**config.mk**
```make
export PLATFORM = sky130hd
export DESIGN_NAME = id_ex_hazard_stage
export DESIGN_NICKNAME = d
export VERILOG_FILES = /design/src/rtl/id_ex_hazard_stage.sv
export SDC_FILE = /design/constraint.sdc
export NUM_CORES = 1
export LEC_CHECK = 0
export ABC_AREA = 1
export CORE_AREA = 2 2 161 163
export CTS_CLUSTER_SIZE = 12
export DETAILED_ROUTE_END_ITERATION = 16
export DIE_AREA = 0 0 163 165
export PLACE_DENSITY = 0.77
export SLEW_MARGIN = 20
export SYNTH_ARGS = -nofsm -noshare
export SYNTH_HDL_FRONTEND = slang
export SYNTH_SLANG_ARGS = --single-unit
```
**constraint.sdc**
```tcl
create_clock -name clk -period 3.8 [get_ports clk]
set_input_delay 0.57 -clock clk [delete_from_list [all_inputs] [get_ports clk]]
set_output_delay 0.57 -clock clk [all_outputs]
set_load 0.1 [all_outputs]
```
**src/rtl/id_ex_hazard_stage.sv**
```systemverilog
// ID/EX pipeline register for the 5-stage RV32I core: load-use hazard detection,
// bubble injection on stall/flush, and the forwarded EX operand muxes.
module id_ex_hazard_stage #(
    parameter int XLEN  = 32,
    parameter int CNT_W = 32
) (
    input  logic             clk,
    input  logic             reset,
    input  logic             id_valid,
    input  logic [XLEN-1:0]  id_pc,
    input  logic [4:0]       id_rs1,
    input  logic [4:0]       id_rs2,
    input  logic [4:0]       id_rd,
    input  logic [XLEN-1:0]  id_rs1_data,
    input  logic [XLEN-1:0]  id_rs2_data,
    input  logic [XLEN-1:0]  id_imm,
    input  logic             id_regwrite,
    input  logic             id_memread,
    input  logic             id_memwrite,
    input  logic             id_alusrc,
    input  logic [3:0]       id_aluop,
    input  logic             flush,
    input  logic [1:0]       forwardA,
    input  logic [1:0]       forwardB,
    input  logic [XLEN-1:0]  ex_mem_alu_result,
    input  logic [XLEN-1:0]  wb_data,
    output logic             stall_if_id,
    output logic             ex_valid,
    output logic [XLEN-1:0]  ex_pc,
    output logic [4:0]       ex_rs1,
    output logic [4:0]       ex_rs2,
    output logic [4:0]       ex_rd,
    output logic             ex_regwrite,
    output logic             ex_memread,
    output logic             ex_memwrite,
    output logic             ex_alusrc,
    output logic [3:0]       ex_aluop,
    output logic [XLEN-1:0]  ex_op_a,
    output logic [XLEN-1:0]  ex_op_b,
    output logic [XLEN-1:0]  ex_store_data,
    output logic [CNT_W-1:0] stall_count
);

    logic             r_valid;
    logic [XLEN-1:0]  r_pc;
    logic [4:0]       r_rs1;
    logic [4:0]       r_rs2;
    logic [4:0]       r_rd;
    logic [XLEN-1:0]  r_rs1_data;
    logic [XLEN-1:0]  r_rs2_data;
    logic [XLEN-1:0]  r_imm;
    logic             r_regwrite;
    logic             r_memread;
    logic             r_memwrite;
    logic             r_alusrc;
    logic [3:0]       r_aluop;
    logic [CNT_W-1:0] r_stall_count;

    logic             w_hazard;
    logic             w_stall;
    logic             w_bubble;
    logic [XLEN-1:0]  w_op_a;
    logic [XLEN-1:0]  w_fwd_b;

    assign w_hazard = r_valid & r_memread & (r_rd != '0) & id_valid &
                      ((r_rd == id_rs1) | (r_rd == id_rs2));
    assign w_stall  = w_hazard & ~flush & ~reset;
    assign w_bubble = flush | w_hazard;

    always_ff @(posedge clk) begin
        if (reset) begin
            r_valid       <= 1'b0;
            r_pc          <= '0;
            r_rs1         <= '0;
            r_rs2         <= '0;
            r_rd          <= '0;
            r_rs1_data    <= '0;
            r_rs2_data    <= '0;
            r_imm         <= '0;
            r_regwrite    <= 1'b0;
            r_memread     <= 1'b0;
            r_memwrite    <= 1'b0;
            r_alusrc      <= 1'b0;
            r_aluop       <= '0;
            r_stall_count <= '0;
        end else begin
            if (w_bubble) begin
                r_valid    <= 1'b0;
                r_pc       <= '0;
                r_rs1      <= '0;
                r_rs2      <= '0;
                r_rd       <= '0;
                r_rs1_data <= '0;
                r_rs2_data <= '0;
                r_imm      <= '0;
                r_regwrite <= 1'b0;
                r_memread  <= 1'b0;
                r_memwrite <= 1'b0;
                r_alusrc   <= 1'b0;
                r_aluop    <= '0;
            end else begin
                r_valid    <= id_valid;
                r_pc       <= id_pc;
                r_rs1      <= id_rs1;
                r_rs2      <= id_rs2;
                r_rd       <= id_rd;
                r_rs1_data <= id_rs1_data;
                r_rs2_data <= id_rs2_data;
                r_imm      <= id_imm;
                // An empty ID slot must not carry live control into EX.
                r_regwrite <= id_valid & id_regwrite;
                r_memread  <= id_valid & id_memread;
                r_memwrite <= id_valid & id_memwrite;
                r_alusrc   <= id_valid & id_alusrc;
                r_aluop    <= id_valid ? id_aluop : 4'd0;
            end
            if (w_stall && (r_stall_count != '1)) begin
                r_stall_count <= r_stall_count + CNT_W'(1);
            end
        end
    end

    always_comb begin
        w_op_a = r_rs1_data;
        case (forwardA)
            2'b10:   w_op_a = ex_mem_alu_result;
            2'b01:   w_op_a = wb_data;
            default: w_op_a = r_rs1_data;
        endcase
    end

    always_comb begin
        w_fwd_b = r_rs2_data;
        case (forwardB)
            2'b10:   w_fwd_b = ex_mem_alu_result;
            2'b01:   w_fwd_b = wb_data;
            default: w_fwd_b = r_rs2_data;
        endcase
    end

    assign stall_if_id   = w_stall;
    assign ex_valid      = r_valid;
    assign ex_pc         = r_pc;
    assign ex_rs1        = r_rs1;
    assign ex_rs2        = r_rs2;
    assign ex_rd         = r_rd;
    assign ex_regwrite   = r_regwrite;
    assign ex_memread    = r_memread;
    assign ex_memwrite   = r_memwrite;
    assign ex_alusrc     = r_alusrc;
    assign ex_aluop      = r_aluop;
    assign ex_op_a       = w_op_a;
    assign ex_op_b       = r_alusrc ? r_imm : w_fwd_b;
    assign ex_store_data = w_fwd_b;
    assign stall_count   = r_stall_count;

endmodule

```
# [After elaboration in Yosys (flattened, before gate mapping)]
# Cells that the tools add are included.
[word_totals] n_memories=0 latchBits=0 ramBits=0 mem_bits_ro=0 reg_bits=184 output_inout_bits=185 inputBits=223
[op_classes] eq_ne=7 shifts=0 n_mul=0 n_mux=3 n_addsub=1 bitwise=15 div=0 n_reduce_logical=4 magnitude_cmp=0
[ops] cell="$pmux 32 s2" count=2
[ops] cell="$add 32x1->32 const B" count=1
[ops] cell="$mux 32" count=1
[ops] cell="$ne 32x32->1 const B" count=1
[ops] cell="$and 1x1->1" count=10
[ops] cell="$eq 5x5->1" count=2
[ops] cell="$reduce_bool 5->1" count=1
[ops] cell="$eq 2x1->1 const B" count=2
[ops] cell="$eq 2x2->1 const B" count=2
[ops] cell="$not 1->1" count=3
[ops] cell="$reduce_or 3->1" count=1
[ops] cell="$or 1x1->1" count=2
[ops] cell="$reduce_or 2->1" count=1
[ops] cell="$logic_and 1x1->1" count=1

# [Longest topological paths before layout]
# Gate-level depths: netlist (run 1).
[logic_depth] word_depth=7 depth_mapped=12

# [Worst setup path after synthesis (run 1)]
# Ideal clock, no wire load.
[synth_timing] path_kind="input to output" startpoint="input port forwardB[0]" endpoint="output port ex_op_b[0]" slack_ps=-555 t_required_ps=3230 cell_stages=9 arrival_time_ps=3785 path_cell_list="inv_1 > ha_1 > clkbuf_1 > inv_1 > clkbuf_1 > nor2_1 > a21oi_1 > nand2_1 > nand2_1"
[synth_via] elab_chain_len=3 word_cells_on_any_way=4 cone_classes="eq/ne: 2; mux: 2"
[synth_lines] element="from (decl)" line_no="24" rtl="input logic [1:0] forwardB,"
[synth_lines] element="$eq 2x1->1 / $eq 2x2->1 (equally long branches)" line_no="134" rtl="case (forwardB)"
[synth_lines] element="$pmux 32 s2 *" line_no="134"
[synth_lines] element="named net ex_store_data[0]" line_no="40" rtl="output logic [XLEN-1:0] ex_store_data,"
[synth_lines] element="$mux 32 *" line_no="153" rtl="assign ex_op_b = r_alusrc ? r_imm : w_fwd_b;"
[synth_lines] element="to (decl)" line_no="39" rtl="output logic [XLEN-1:0] ex_op_b,"
# The timed path passes the listed nets; every way through them passes the cells marked *.

# [Worst setup path in the final report (run 1)]
[layout_timing] startpoint="input port forwardB[0]" endpoint="output port ex_op_b[25]"
[layout_via] elab_chain_len=3 word_cells_on_any_way=4 cone_classes="eq/ne: 2; mux: 2"
[layout_lines] element="$eq 2x1->1 / $eq 2x2->1 (equally long branches)" line_no="134"
[layout_lines] element="$pmux 32 s2 *" line_no="134"
[layout_lines] element="$mux 32 *" line_no="153"
# Every way passes the cells marked *; elsewhere a longest branch is shown, timed or not.

==> summary.md, run 1 <==
| Metric | Value |
|---|---|
| Synth unique cells | `27` |
| Max-slew headroom | `0.312` |
| Setup CP Type | `input port to output port` |
| Vias in the first global route | `8,804` |
| Hold WC Path Type | `register to register` |
| Multi-input logic area | `roughly 0.0036 sq mm` |
| First-pass GRT wire length | `roughly 48 mm` |
| # DRC | `0` |
| Hold Buf Count CTS | `0` |
| Slew @ Worst Pin | `about 1000 ps` |
| RSZ-0062 raised after global routing | `false` |
| Layout Utilization | `0.568` |
| Top-area cell type share of the netlist area | `0.455` |
| Die Wd | `163 um` |
| GPL Wtd Cong | `just over 0.9` |
| Slew Limit Fails | `0` |
| Final Hold Fails | `0` |
| Setup bufs post-CTS | `0` |
| CP arrival | `2560 ps` |
| # setup viols final | `0` |
| Req. time, crit path | `3230 ps` |
| CTS Buf Count | `17` |
| Top cells by area, synth | `dfxtp_1 46%, nor2_1 15%, nand2_1 14%` |
| Core footprint | `0.0250 sq mm` |
| Antenna viol nets, final | `0` |
| Synthesized cell area | `0.00809 sq mm` |
| TritonCTS clock tree | `done` |
| CTS Sinks | `around 180` |
| Tot GR Track Use | `0.229` |
| Post-layout net count | `1,856` |
| Crit end category | `output port` |
| Register area share after synthesis | `0.455` |
| Routed WL per cell | `between 15 and 20 um` |
| Clock Latency Late Sink | `roughly 440 ps` |
| Clock slew at reported path FFs | `80 ps` |
| Vias | `9,053` |
| Fin worst setup slack | `675 ps` |
| Total Wirelength | `31.3 mm` |
| I/O Pins | `just over 400` |
| Crit-path max FO | `32` |
| Non-Filler Instances | `1,977` |
| Row Count | `58` |
| Drt initial violations | `approximately 480` |
| Placed cells | `between 1,500 and 2,000` |
| Synth warn | `0` |
| Die ar. | `between 0.02 and 0.03 sq mm` |
| Leading cell type in the layout, fill and taps excluded | `nor2_1` |
| Cell taking the most area after synthesis | `dfxtp_1` |
| Mean number of vias per cell | `4.58` |
| Mapped Nets | `1,471` |
| Status | `finished, final reports clean` |
| Final Skew | `17.0 ps` |
| Max Cap Violations | `0` |
| Longest Clk Path Bufs | `2` |
| Largest net degree at the start of global routing | `70` |
| Initial antenna violation count | `7` |
| Final TNS setup | `0 ps` |
| Total gr overflow | `0` |
| Total power | `6460 uW` |
| Leak | `0.00636 uW` |
| Fmax | `320 MHz` |
| Root Driver | `clkbuf_16` |
| Share of post-route cells with drive strength above 1 | `0.121` |
| Number of port buffers | `407` |
| #FFs+latches synth | `184` |
| Most frequent cells in the layout | `325 x nor2_1, 309 x clkdlybuf4s50_1, 295 x nand2_1` |
| Mapped Cells | `1,243` |
| Crit path time final | `3130 ps` |
| H-tree Lvls | `4` |
| PwrDens | `454 mW/mm^2` |
| Period utilization | `0.822` |
| Die H | `between 150 and 200 um` |
| Worst Setup Start Kind | `input port` |
| Fill cell count | `~2,200` |
| Router iterations before antenna repair | `5` |
| Syn avg cell area | `6.51 sq um` |
| Detail Placement HPWL | `23.9 mm` |
| Initial Util | `0.323` |
| Quantity of gates resized following cts | `0` |
| Area Overhead vs Synth | `75.8%` |
| Peak supply drop | `roughly 0.00026 V` |
| FF/Latch Area | `0.00368 sq mm` |
| DP Worst Slack | `690 ps` |
## synth_stat cells
master	number
buf_1	2
nor3_1	9
nand3_2	4
buf_2	21
a21oi_1	131
nor2_2	5
buf_6	2
o21ai_1	1
nand4_1	4
ha_1	5
inv_1	183
xnor2_1	2
dfxtp_1	184
xor2_1	1
nor2_1	325
nand2_2	3
nor2_4	4
nand3_4	1
and2_1	1
nand3b_1	3
nand2_1	295
o21bai_1	2
o21ai_0	1
nand3b_2	1
nand3_1	20
clkbuf_1	32
inv_2	1
## critical path, cell delays in order
cell	delay (ps)
clkdlybuf4s50_1	500
inv_1	60
ha_1	290
buf_4	380
a21oi_1	110
a21oi_2	220
nand2_1	100
nand2_1	130
buf_12	180
## per-layer routing
layer / share of wire / wire [um] / global-route usage
met2: 0.50 / 15800 / 0.409
met4: 0.028 / 889 / 0.0961
met1: 0.38 / 12000 / 0.252
met3: 0.085 / 2680 / 0.0693
met5: 0.00041 / 13 / 0
## area by class of cell
cell class	count	share of cell area
Antenna cell	6	0.00106
Clock buffer	17	0.0299
Clock inverter	15	0.0149
Inverter	184	0.0487
Multi-Input combinational cell	818	0.252
Sequential cell	184	0.259
Tap cell	330	0.0290
Timing Repair Buffer	423	0.366
## report_power, final
group | internal, uW | total, uW | switching, uW | leakage, uW
Combinational | 884 | 2570 | 1690 | 0.00455
Clock | 918 | 1880 | 957 | 0.000305
Sequential | 1990 | 2010 | 21.5 | 0.00151
## stage by stage
| stage | hold slack, ps | area (sq um) |
|---|---|---|
| finish | 529 | 14200 |
| global route | 549 | 14200 |
| CTS | 528 | 14200 |
| detailed placement | 516 | 13600 |
| global placement | 504 | 13600 |
| floorplan | 642 | 8210 |
## logic make-up (layout without fill, tap and decap cells)
logic type / Yosys count / in the layout / synth area share
AND/OR/NAND/NOR: 675 / 675 / 0.333
flip-flops: 184 / 184 / 0.455
AO/OA/AOI/OAI: 135 / 135 / 0.0841
buffers and inverters: 241 / 639 / 0.117
XOR/XNOR: 3 / 3 / 0.00325
other: 0 / 6 / 0
adder cells (fa/ha/maj): 5 / 5 / 0.00773
## state kept, by name, summed over array words and instances, names as in the netlist
| signal | flops |
|---|---|
| ex_memwrite | 1 |
| ex_alusrc | 1 |
| ex_rs2 | 5 |
| r_rs1_data | 32 |
| ex_valid | 1 |
| r_imm | 32 |
| ex_regwrite | 1 |
| ex_aluop | 4 |
| ex_pc | 32 |
| ex_rs1 | 5 |
| ex_rd | 5 |
| ex_memread | 1 |
| r_rs2_data | 32 |
| stall_count | 32 |
## worst paths after layout
path	from	endpoint	slack [ps]	depth (start not counted)
worst min register to register	stall_count[13]	stall_count[13]	530	2
worst min-delay path	stall_count[13]	stall_count[13]	530	2
worst max register to register	ex_rd[1]	r_imm[27]	1760	10
worst max-delay path	forwardB[0]	ex_op_b[25]	670	9
(Power assumes the default switching activity.)
==> inputs of run 2 (changes only) <==
--- a/config.mk
+++ b/config.mk
@@ -6,11 +6,11 @@
 export NUM_CORES = 1
 export LEC_CHECK = 0
 export ABC_AREA = 1
-export CORE_AREA = 2 2 161 163
+export CORE_AREA = 2 2 159 161
 export CTS_CLUSTER_SIZE = 12
 export DETAILED_ROUTE_END_ITERATION = 16
-export DIE_AREA = 0 0 163 165
-export PLACE_DENSITY = 0.77
+export DIE_AREA = 0 0 161 163
+export PLACE_DENSITY = 0.78
 export SLEW_MARGIN = 20
 export SYNTH_ARGS = -nofsm -noshare
 export SYNTH_HDL_FRONTEND = slang
==> constraint.sdc (replaced) <==
create_clock -name clk -period 2.9 [get_ports clk]
set_input_delay 0.435 -clock clk [delete_from_list [all_inputs] [get_ports clk]]
set_output_delay 0.435 -clock clk [all_outputs]
set_load 0.1 [all_outputs]
==> run 2 against run 1 <==
Compared with the run above:
- final area increased by 2.7%
- final cell count increased by 0.40%
- clock power increased by 18%
- register-to-register slack got worse by 810 ps
- global-route usage increased by 0.93 points
- via count increased by 0.36%
- count of clock-buffer cells in the layout increased by 2
- largest power group unchanged
==> summary.md, run 2 (synthesis gave the netlist of run 1 again) <==
| Metric | Value |
|---|---|
| Multi-input logic area | `between 0.004 and 0.005 sq mm` |
| Slew @ Worst Pin | `473 ps` |
| Total Wirelength | `31.9 mm` |
| # setup viols final | `0` |
| Slew Limit Fails | `0` |
| Root Driver | `clkbuf_16` |
| # DRC | `0` |
| Quantity of gates resized following cts | `0` |
| Row Count | `58` |
| Leak | `around 0.0066 uW` |
| H-tree Lvls | `4` |
| Router iterations before antenna repair | `5` |
| Mean number of vias per cell | `4.58` |
| Initial Util | `0.328` |
| CP arrival | `2350 ps` |
| Crit-path max FO | `20` |
| Hold WC Path Type | `register to register` |
| Area Overhead vs Synth | `80.6%` |
| Post-layout net count | `1,866` |
| Period utilization | `0.962` |
| Leading cell type in the layout, fill and taps excluded | `nor2_1` |
| First-pass GRT wire length | `48.7 mm` |
| Final Hold Fails | `0` |
| GPL Wtd Cong | `around 0.90` |
| Most frequent cells in the layout | `325 x nor2_1, 266 x nand2_1, 222 x clkdlybuf4s50_1` |
| Total gr overflow | `0` |
| I/O Pins | `a little over 400` |
| Clock Latency Late Sink | `420 ps` |
| Largest net degree at the start of global routing | `61` |
| PwrDens | `roughly 580 mW/mm^2` |
| Drt initial violations | `approximately 570` |
| Max Cap Violations | `0` |
| Longest Clk Path Bufs | `2` |
| Crit end category | `output port` |
| Antenna viol nets, final | `0` |
| CTS Buf Count | `17` |
| Setup CP Type | `input port to output port` |
| Routed WL per cell | `16.0 um` |
| Number of port buffers | `407` |
| Req. time, crit path | `roughly 2500 ps` |
| Final TNS setup | `0 ps` |
| Share of post-route cells with drive strength above 1 | `0.215` |
| Core footprint | `0.0247 sq mm` |
| Detail Placement HPWL | `approximately 25 mm` |
| Fmax | `358 MHz` |
| Status | `finished, final reports clean` |
| RSZ-0062 raised after global routing | `false` |
| Final Skew | `10.0 ps` |
| Fill cell count | `about 2,100` |
| Vias in the first global route | `8,830` |
| Layout Utilization | `0.592` |
| Placed cells | `1,949` |
| FF/Latch Area | `0.00368 sq mm` |
| Crit path time final | `approximately 2800 ps` |
| Die H | `163 um` |
| Die Wd | `161 um` |
| Peak supply drop | `0.000300 V` |
| Vias | `9,086` |
| Non-Filler Instances | `1,985` |
| TritonCTS clock tree | `done` |
| Tot GR Track Use | `0.238` |
| Hold Buf Count CTS | `0` |
| Initial antenna violation count | `5` |
| Worst Setup Start Kind | `input port` |
| Die ar. | `0.0262 sq mm` |
| Max-slew headroom | `0.685` |
| Setup bufs post-CTS | `0` |
| Clock slew at reported path FFs | `70 ps` |
| CTS Sinks | `184` |
## run 2: changes by cell type in the layout (fill, tap and decap cells not counted), moves of 2 or more
cell / previous run / this run
buf_12: 100 / 104
inv_12: 3 / 0
buf_4: 14 / 107
a21oi_1: 99 / 67
clkinv_2: 0 / 4
a21oi_4: 0 / 32
nand2_1: 295 / 266
clkdlybuf4s50_1: 309 / 222
nand2_4: 0 / 29
inv_6: 2 / 4
clkbuf_8: 0 / 2
clkinv_8: 7 / 0
## run 2: power breakdown
part           internal, uW  switching, uW
clock                  1150           1050
sequential             2610           27.4
combinational          1250           2320
## run 2: layer usage
metal  GRT usage  part of all wire  vias up
met3      0.0675             0.079       73
li1            -                 -     4504
met5           0                 0        -
met4       0.112             0.043        0
met1       0.274              0.40     4108
met2       0.409              0.48      401
## run 2: per-stage QoR
step	setup WS (ps)	hold WS (ps)	area, sq um	total power (uW)
2_1_floorplan	-237	507	8790	4840
3_3_place_gp	183	510	14100	6230
3_5_place_dp	130	515	14100	6260
4_1_cts	121	506	14600	8480
5_1_grt	30.6	512	14600	8690
6_report	110	528	14600	8410
## run 2: layout make-up
cell class | count | share of cell area
antenna | 5 | 0.000856
clock buffer | 19 | 0.0310
clock inverter | 12 | 0.00625
inverter | 184 | 0.0474
multi-input combinational | 818 | 0.285
sequential | 184 | 0.252
tap | 330 | 0.0283
timing repair buffer | 433 | 0.350
## run 2: critical path: stages
cell             delay [ps]
clkdlybuf4s50_1         520
inv_1                    60
ha_1                    320
buf_4                   290
a21oi_1                 130
a21oi_4                 190
nand2_1                 120
nand2_4                 100
buf_12                  170
## run 2: path summary, 6_finish.rpt
kind	slack (ps)	end	start	depth (start not counted)
worst max-delay path	110	ex_op_b[24]	forwardB[0]	9
worst min-delay path	530	stall_count[13]	stall_count[13]	2
worst max register to register	950	stall_count[23]	stall_count[1]	11
worst min register to register	530	stall_count[13]	stall_count[13]	2
==> inputs of run 3 (changes only) <==
--- a/config.mk
+++ b/config.mk
@@ -6,12 +6,13 @@
 export NUM_CORES = 1
 export LEC_CHECK = 0
 export ABC_AREA = 1
+export CAP_MARGIN = 30
 export CORE_AREA = 2 2 159 161
 export CTS_CLUSTER_SIZE = 12
 export DETAILED_ROUTE_END_ITERATION = 16
 export DIE_AREA = 0 0 161 163
-export PLACE_DENSITY = 0.78
-export SLEW_MARGIN = 20
+export DONT_BUFFER_PORTS = 1
+export PLACE_DENSITY = 0.57
 export SYNTH_ARGS = -nofsm -noshare
 export SYNTH_HDL_FRONTEND = slang
 export SYNTH_SLANG_ARGS = --single-unit
==> run 3 against run 2 <==
Compared with the run above:
- register-to-register slack got worse by 160 ps
- worst setup slack improved by 420 ps
- non-clock buffer count shrank 280
- clock power rose by 13%
- routed wire length shrank 12%
- count of clock-buffer cells in the layout fell by 2
==> summary.md, run 3 (synthesis gave the netlist of run 1 again) <==
| Metric | Value |
|---|---|
| Status | `finished, final reports clean` |
| Layout Utilization | `0.470` |
| First-pass GRT wire length | `42.5 mm` |
| Reg2Reg Capture Point | `stall_count[29]` |
| Number of port buffers | `0` |
| Hold Buf Count CTS | `0` |
| Total Wirelength | `28.0 mm` |
| Row Count | `58` |
| Crit-path max FO | `32` |
| Clock power frac | `0.308` |
| Net Sw Power | `3380 uW` |
| Core footprint | `between 0.02 and 0.025 sq mm` |
| Vias | `7,880` |
| Period utilization | `0.817` |
| Initial antenna violation count | `0` |
| Comb power frac | `0.344` |
| Router iterations before antenna repair | `5` |
| Die H | `163 um` |
| Leak | `0.00536 uW` |
| Hold Startpoint | `reset` |
| GPL Wtd Cong | `around 0.87` |
| Internal power | `4720 uW` |
| Longest Clk Path Bufs | `2` |
| Initial Util | `0.328` |
| Final Skew | `~16 ps` |
| DP Worst Slack | `539 ps` |
| N_diodes | `0` |
| Root Driver | `clkbuf_16` |
| CTS Buf Count | `17` |
| Largest net degree at the start of global routing | `47` |
| Slew Limit Fails | `0` |
| Area Overhead vs Synth | `43.4%` |
| # DRC | `0` |
| Total power | `approximately 8100 uW` |
| CTS Sinks | `roughly 180` |
| PwrDens | `699 mW/mm^2` |
| Flop-to-flop setup slack | `790 ps` |
| Mean number of vias per cell | `between 4 and 5` |
| Crit end category | `output port` |
| Crit path time final | `2370 ps` |
| I/O Pins | `a little over 400` |
| Quantity of gates resized following cts | `0` |
| Routed WL per cell | `16.5 um` |
| Setup bufs post-CTS | `0` |
| Fill cell count | `2,433` |
| Detail Placement HPWL | `21.8 mm` |
| Sequential power share | `0.348` |
| H-tree Lvls | `4` |
| Fin worst setup slack | `531 ps` |
| RSZ-0062 raised after global routing | `false` |
| Most frequent cells in the layout | `325 x nor2_1, 266 x nand2_1, 183 x dfxtp_1` |
| TritonCTS clock tree | `done` |
| Worst Hold Depth | `1` |
| Worst Hold End | `stall_count[30]` |
| Die ar. | `0.0262 sq mm` |
| Share of post-route cells with drive strength above 1 | `0.218` |
| Clock Latency Late Sink | `430 ps` |
| Max Cap Violations | `0` |
| Vias in the first global route | `7,765` |
| Max-slew headroom | `0.337` |
| Drt initial violations | `534` |
| Tot GR Track Use | `0.207` |
| # setup viols final | `0` |
| Hold WS | `64.5 ps` |
| CP arrival | `1930 ps` |
| Switching Share | `0.417` |
| Final Hold Fails | `0` |
| Post-layout net count | `1,586` |
| Worst Setup Start Kind | `input port` |
| Die Wd | `161 um` |
| Setup CP Type | `input port to output port` |
| Reg2reg start | `stall_count[2]` |
| Antenna viol nets, final | `0` |
| Leading cell type in the layout, fill and taps excluded | `nor2_1` |
| Hold WC Path Type | `input port to register` |
| Worst reg2reg path depth | `10` |
| Peak supply drop | `roughly 0.00033 V` |
| Fmax | `422 MHz` |
| Slew @ Worst Pin | `993 ps` |
| Clock slew at reported path FFs | `80 ps` |
| Total gr overflow | `0` |
| Req. time, crit path | `2470 ps` |
==> run 3: changes by cell type in the layout (fill, tap and decap cells not counted), moves of 3 or more <==
cell / previous run / this run
clkinv_2: 4 / 0
inv_8: 1 / 5
diode_2: 5 / 0
buf_4: 107 / 84
clkinv_8: 0 / 3
buf_12: 104 / 68
clkdlybuf4s50_1: 222 / 0
==> run 3: how the worst max path moves through the flow <==
stage | start | end
after global routing | ex_rd[3] | stall_if_id
after floorplan | forwardB[0] | ex_op_b[0]
after global placement | forwardB[0] | ex_op_b[17]
after detailed placement | forwardB[0] | ex_op_b[17]
final | forwardB[0] | ex_op_b[17]
after CTS | ex_rd[3] | stall_if_id
==> run 3: layout make-up <==
class	instances	area, sq um	share of cell area
clock buffer	17	425	0.0367
clock inverter	15	208	0.0179
inverter	184	693	0.0597
multi-input combinational	818	4160	0.358
sequential	184	3680	0.318
tap	330	413	0.0356
timing repair buffer	153	2020	0.174
==> run 3: routing by layer <==
metal / wire length (um) / GRT usage / vias up / share of wire
li1: - / - / 3929 / -
met1: 11300 / 0.243 / 3603 / 0.40
met2: 13900 / 0.372 / 324 / 0.50
met3: 2370 / 0.0604 / 24 / 0.084
met4: 382 / 0.0487 / 0 / 0.014
met5: 0 / 0 / - / 0
==> run 3: power groups by stage <==
stage	combinational [uW]	sequential, uW	clock [uW]
6_report	2790	2830	2500
5_1_grt	2880	2830	2650
4_1_cts	2800	2830	2560
3_5_place_dp	2790	2880	0
3_3_place_gp	2770	2880	0
2_1_floorplan	1940	2900	0
==> run 3: critical path: stages <==
cell and delay [ps]:
inv_1 30, ha_1 320, inv_1 70, buf_4 360, nor2_1 130, a21oi_4 150, nand2_1 140, nand2_4 110
buf_12 170
==> run 3: metrics by stage <==
stage | cells | instance area, sq um | setup TNS [ps]
after floorplan | 1243 | 8790 | -237
after global placement | 1668 | 10900 | 0
after detailed placement | 1669 | 11000 | 0
after CTS | 1701 | 11600 | 0
after global routing | 1701 | 11600 | 0
final | 1701 | 11600 | 0
